===== src/rtl/switches_debounce_ctrl.sv =====
// Avalon-MM switch controller: per-bit sync + debounce,
// rising-edge capture with W1C clear and maskable irq.
module switches_debounce_ctrl #(
    parameter int WIDTH           = 9,
    parameter int DEBOUNCE_CYCLES = 50000,
    parameter int CNT_W           = 16
) (
    input  logic             clk,
    input  logic             reset_n,
    input  logic [1:0]       address,
    input  logic             chipselect,
    input  logic             write_n,
    input  logic [WIDTH-1:0] writedata,
    input  logic [WIDTH-1:0] in_port,
    output logic [WIDTH-1:0] readdata,
    output logic             irq
);

    localparam logic [CNT_W-1:0] CNT_LAST =
        CNT_W'(DEBOUNCE_CYCLES - 1);

    logic [WIDTH-1:0] sync1;
    logic [WIDTH-1:0] sync_q;
    logic [WIDTH-1:0] stable;
    logic [WIDTH-1:0] stable_d;
    logic [WIDTH-1:0] rise;
    logic [WIDTH-1:0] clr;
    logic [WIDTH-1:0] edge_capture;
    logic [WIDTH-1:0] irq_mask;
    logic [CNT_W-1:0] cnt   [WIDTH];
    logic [CNT_W-1:0] cnt_d [WIDTH];
    logic             wr_en;

    assign wr_en = chipselect & ~write_n;

    // Per-bit debounce: count consecutive mismatches, accept at the limit
    always_comb begin
        stable_d = stable;
        for (int i = 0; i < WIDTH; i++) begin
            cnt_d[i] = '0;
            if (sync_q[i] != stable[i]) begin
                if (cnt[i] == CNT_LAST) begin
                    stable_d[i] = sync_q[i];
                end else begin
                    cnt_d[i] = cnt[i] + CNT_W'(1);
                end
            end
        end
        rise = stable_d & ~stable;
        clr  = (wr_en && address == 2'd3) ? writedata : '0;
    end

    // Two-flop synchroniser, debounce counters and accepted levels
    always_ff @(posedge clk or negedge reset_n) begin
        if (!reset_n) begin
            sync1  <= '0;
            sync_q <= '0;
            stable <= '0;
            for (int i = 0; i < WIDTH; i++) begin
                cnt[i] <= '0;
            end
        end else begin
            sync1  <= in_port;
            sync_q <= sync1;
            stable <= stable_d;
            for (int i = 0; i < WIDTH; i++) begin
                cnt[i] <= cnt_d[i];
            end
        end
    end

    // Edge capture: a new press beats a same-cycle W1C clear
    always_ff @(posedge clk or negedge reset_n) begin
        if (!reset_n) begin
            edge_capture <= '0;
        end else begin
            edge_capture <= (edge_capture & ~clr) | rise;
        end
    end

    // Interrupt mask register
    always_ff @(posedge clk or negedge reset_n) begin
        if (!reset_n) begin
            irq_mask <= '0;
        end else if (wr_en && address == 2'd2) begin
            irq_mask <= writedata;
        end
    end

    // Registered read mux, one cycle latency like the PIO slaves
    always_ff @(posedge clk or negedge reset_n) begin
        if (!reset_n) begin
            readdata <= '0;
        end else begin
            unique case (address)
                2'd0: readdata <= stable;
                2'd1: readdata <= sync_q;
                2'd2: readdata <= irq_mask;
                2'd3: readdata <= edge_capture;
            endcase
        end
    end

    assign irq = |(edge_capture & irq_mask);

endmodule


===== config.mk =====
export PLATFORM = sky130hd
export DESIGN_NAME = switches_debounce_ctrl
export DESIGN_NICKNAME = d
export VERILOG_FILES = /design/src/rtl/switches_debounce_ctrl.sv
export SDC_FILE = /design/constraint.sdc
export NUM_CORES = 1
export LEC_CHECK = 0
export ABC_AREA = 1
export CELL_PAD_IN_SITES_DETAIL_PLACEMENT = 1
export CELL_PAD_IN_SITES_GLOBAL_PLACEMENT = 2
export CORE_AREA = 2 2 164 166
export DETAILED_ROUTE_END_ITERATION = 8
export DIE_AREA = 0 0 166 168
export HOLD_SLACK_MARGIN = 0.02
export PLACE_DENSITY = 0.91
export SLEW_MARGIN = 20
export SYNTH_ARGS = -nofsm -noshare
export SYNTH_HDL_FRONTEND = slang
export SYNTH_SLANG_ARGS = --single-unit

===== constraint.sdc =====
create_clock -name clk -period 3.75 [get_ports clk]
set_input_delay 1.125 -clock clk [delete_from_list [all_inputs] [get_ports clk]]
set_output_delay 1.125 -clock clk [all_outputs]
set_load 0.005 [all_outputs]

* Yosys cells after proc, flatten, opt, wreduce, memory -nomap -nowiden
Cells that the tools add are included.
** Storage, ports and cells
- Register bits after elaboration :: 198
- Input bits :: 24
- Output and inout bits :: 10
- Word-level logic and storage cells :: 95
** Cells by class
- Add/subtract/negate cells :: 9
- Equal/unequal tests :: 21
- Multiplexer cells :: 38
- Bitwise logic cells :: 8
- Reduce and logical (&&, ||, !) cells :: 4
** Operators by type and width (count)
- two-way mux 16 bit :: 18
- adder 16 x 1 -> 16 bit (second input constant) :: 9
- equality test 16 bit (second input constant) :: 9
- case mux 9 bit (4 select lines) :: 1
- bitwise AND 9 bit :: 3
- two-way mux 1 bit :: 18
- NOT 9 bit :: 2
- two-way mux 9 bit :: 1
- != test 1 bit :: 9
- OR 9 bit :: 1
- OR reduction 9 bit :: 1
- equality test 2 bit (second input constant) :: 2
- equality test 2 x 1 -> 1 bit (second input constant) :: 1
- logical AND 1 bit :: 2
- logical NOT 2 bit :: 1
- bitwise AND 1 bit :: 1
- NOT 1 bit :: 1

* Logic depth before layout (Yosys ltp)
- Depth after elaboration :: 7
- Mapped depth :: 9
- Depth with buffers taken out :: 9

* Least setup slack after synthesis
OpenSTA, ideal clock, no wires.
- Path kind :: register -> output
- From :: reg irq_mask[3]
- To :: out irq
- Arrival :: 0.779 ns
- Required time :: 2.625 ns
- Setup slack :: 1.846 ns
- Stages on the path, launching flop included :: 4
- Buffers on the path :: 0
- Path through :: dfrtp_1 > a22o_1 > nor3_1 > nand2_1
** On the way
- Cells in the longest elaborated chain, start to end :: 2
** Ends and longest elaborated chain
- start: declaration :: line 29 : logic [WIDTH-1:0] irq_mask;
- start signal: assignment :: line 86 : irq_mask <= writedata;
- bitwise AND 9 bit :: line 104 : assign irq = |(edge_capture & irq_mask);
- OR reduction 9 bit :: line 104
- end: declaration :: line 16 : output logic irq
No other way between the ends.

* Final worst setup path
- From :: reg edge_capture[5]
- To :: out irq
** On the way
- Cells in the longest elaborated chain, start to end :: 2
** Ends and longest elaborated chain
- start: declaration :: line 28 : logic [WIDTH-1:0] edge_capture;
- start signal: assignment :: line 77 : edge_capture <= (edge_capture & ~clr) | rise;
- bitwise AND 9 bit :: line 104
- OR reduction 9 bit :: line 104
No other way between the ends.

==> summary by stage <==
Placed design
Input and output buffers added on the ports amount to 33. The congestion estimate from routability-driven global placement came to 0.786. The HPWL after detailed placement is 19.0 mm.

CTS
The post-CTS clock slew at the launch and capture registers of the worst setup and hold paths is roughly 0.070 ns. The buffer levels on the longest clock path is 2. The number of hold buffers added after CTS was 0. The clock network latency to the later pin of the worst-skew pair is ~0.44 ns. The clock tree synthesis step divided the H-tree into 4 levels.

The tree built by TritonCTS fans out to 198 sinks. TritonCTS built the clock tree. In this run, post-CTS repair resized a total of 0 instances. The number of clock buffers added by TritonCTS is 17. After clock tree synthesis, the setup repair step added 0 buffers. Clock tree synthesis selected as its root buffer the cell sky130_fd_sc_hd__clkbuf_16.

Route
For this block, the initial DRC count from the detailed router was 317. The routed design has 25.2 mm of wire. The count of nets left with antenna violations once routing finished came out at 0. The number of detailed-routing iterations run before antenna repair is 4.

The mean routed wirelength per cell is 14.5 um. After detailed routing, the number of remaining DRC violations is 0. The via density per instance is 4.85. Across all layers, the routed design uses 8433 vias.

STA
The peak clock frequency supported by timing is 339 MHz. Setup repair after global routing left no endpoint under its margin. The slew of the pin with the lowest slew margin is 0.827 ns. The final count of pins violating max slew was 0. Adding up every negative setup slack in the final design gives 0 ns. The worst slew margin relative to its limit is 0.447. For the finished layout, the period the worst path requires is 2.95 ns. The final count of hold timing violations is 0. The number of setup violations in the final report is 0.

The portion of the clock cycle consumed by the worst path in the final layout is 0.786. Clock skew on the completed layout was measured at 0.00918 ns.

Final layout
Counting the fill cells in the layout gives 3266. The antenna diode count is 0. The net count of the finished layout is 1418. The area growth from synthesis to layout is 13.4%.

The layout cell share with drive strength beyond 1 is 0.0508.

Pwr
The cell leakage power is roughly 5.2 nW. Power spread over the standard cell area amounts to ~380 nW/um^2. Total power for the finished layout comes to 4.37 mW. The worst IR drop on VDD is approximately 230 uV.

Global routing
After global routing the overflow that remains totals 0. The via count of the first global-routing pass is 9007. The maximum number of pins on one net before global-route repair is 75. The number of antenna violations at the first check in global routing is 0.

The global-route wire length before repair is roughly 44 mm. For this run, the total global-route usage over all layers was measured as 0.190.

Critical path
The worst path required time is 2.62 ns. Walking the worst path, the cells encountered are nand2_1 > nand4_1 > nor3_1 > nand2_1 > clkdlybuf4s50_1. STA puts the critical path data arrival time at 1.82 ns. The element type at the critical path start is a flop. The slowest stage of the critical path belongs to the cell sky130_fd_sc_hd__clkdlybuf4s50_1. The most numerous cell type found on the critical path is sky130_fd_sc_hd__nand2_1. Together, buffers and inverters on the worst path number 1. Among cell families on the critical path, the largest total delay comes from simple AND/OR/NAND/NOR gates. Along the worst path, the maximum fanout reaches 3. The largest single stage delay on the critical path is 0.46 ns. The critical path endpoint category is an output pin. The critical path is of the reg -> out type.

Worst hold path
The type of the worst min-delay path is reg -> reg.

Floorplan
For this configuration, the core starts out at a cell density of 0.384. The core area is around 26000 um^2. During I/O placement, the number of pins put on the boundary was 34. The die width is 166 um. The die outline area is 27900 um^2.

After floorplanning, the core was divided into 60 placement rows. The height of the die is 168 um.

Yosys
The mean area per synthesized cell is 7.59 um^2. The Yosys step of the flow raised 0 warnings. The sequential element share of the synthesized area is 0.490. The post-synthesis sequential element count is 198. The mapped netlist covers 10100 um^2. After technology mapping, the gate count stands at 1331. The number of nets in the synthesized netlist is approximately 1400.

The netlist uses 33 different library cells.

Outcome
The flow ran to the end, and the final reports show no timing, DRC or antenna violations.

Job
Max-cap violations in this run came to 0.
## layout by cell type, fill, tap and decap left out, drive strengths merged, types with 7 or more instances in the layout
cell           synthesis  routed
nand3                100     100
ha                     9       9
clkbuf                 0      19
or2                    7       7
o21ai                 47      47
clkdlybuf4s50          0      32
o21bai                16      16
nand2                359     359
dfrtp                198     198
clkinv                 1       7
a21oi                 22      22
nor2                 304     304
nor3                  16      16
inv                  161     165
xnor2                 15      15
nand4                 14      14
xor2                  52      52
## cell families (layout without fill, tap and decap cells)
family	after synthesis	after routing	synth area share
compound gates	88	88	0.0507
xor+xnor	67	67	0.0581
fa+ha+maj	9	9	0.0111
buf+inv	164	231	0.0614
flops	198	198	0.490
simple gates	805	805	0.329
## area by class of cell
type	instances	area, um^2	area share
flip-flops and latches	198	4950	0.432
multi-input cells	969	4530	0.396
inverters	162	611	0.0533
clock buffers	19	433	0.0378
well taps	341	427	0.0372
repair buffers	37	378	0.0330
clock inverters	13	124	0.0108
## power breakdown
part           internal (mW)  switching, mW  leakage, nW
clock network          0.928          0.857        0.270
registers               2.22         0.0660         2.67
logic                  0.121          0.181         2.25
## final timing paths
check                      slack, ns             from         to  cells past startpoint
min reg2reg                     0.35         sync1[2]  sync_q[2]                      0
max in group asynchronous       2.23          reset_n   cnt[131]                      2
max                             0.80  edge_capture[5]        irq                      5
max reg2reg                     2.08         cnt[112]   cnt[118]                      6
min                             0.35         sync1[2]  sync_q[2]                      0
min in group asynchronous       0.66          reset_n    cnt[53]                      1
## flip-flops by register name, summed over array words and instances (netlist names)
| register | count |
|---|---|
| sync_q | 9 |
| readdata | 9 |
| sync1 | 9 |
| cnt | 144 |
| stable | 9 |
| irq_mask | 9 |
| edge_capture | 9 |
## Yosys cell counts, drive strengths merged
master | n | area (um^2)
a22o | 1 | 8.76
nand2 | 359 | 1370
or2 | 7 | 43.8
nand3 | 100 | 505
and2 | 4 | 25.0
xor2 | 52 | 455
ha | 9 | 113
nand4 | 14 | 87.6
nor3b | 1 | 7.51
o21ai | 47 | 235
buf | 2 | 10.0
nor3 | 16 | 90.1
clkinv | 1 | 3.75
xnor2 | 15 | 131
inv | 161 | 607
o22ai | 1 | 6.26
a21oi | 22 | 136
nor2 | 304 | 1190
o21bai | 16 | 120
dfrtp | 198 | 4950
a31oi | 1 | 6.26
## routing by layer
metal / part of all wire / vias up / GRT usage / wire length (um)
li1: - / 4230 / - / -
met4: 0.017 / 0 / 0.0575 / 437
met5: 0 / - / 0 / 0
met1: 0.46 / 4093 / 0.244 / 11700
met2: 0.49 / 79 / 0.332 / 12400
met3: 0.024 / 31 / 0.0287 / 616
## stage by stage
step                hold slack (ns)  worst slack [ns]  instances  utilization  instance area (um^2)
global route                  0.359             0.711       1739        0.435                 11500
global placement              0.333              1.06       1707        0.414                 10900
detailed placement            0.338             0.954       1707        0.414                 10900
finish                        0.351             0.803       1739        0.435                 11500
CTS                           0.352             0.721       1739        0.435                 11500
floorplan                     0.331              1.85       1331            -                 10100
## worst register-to-register path, delay by kind of cell, from the launching register on
family,cells,cell delay (ns)
flops,1,0.46
simple gates,5,0.80
fa+ha+maj,1,0.30
(Power assumes the default switching activity.)
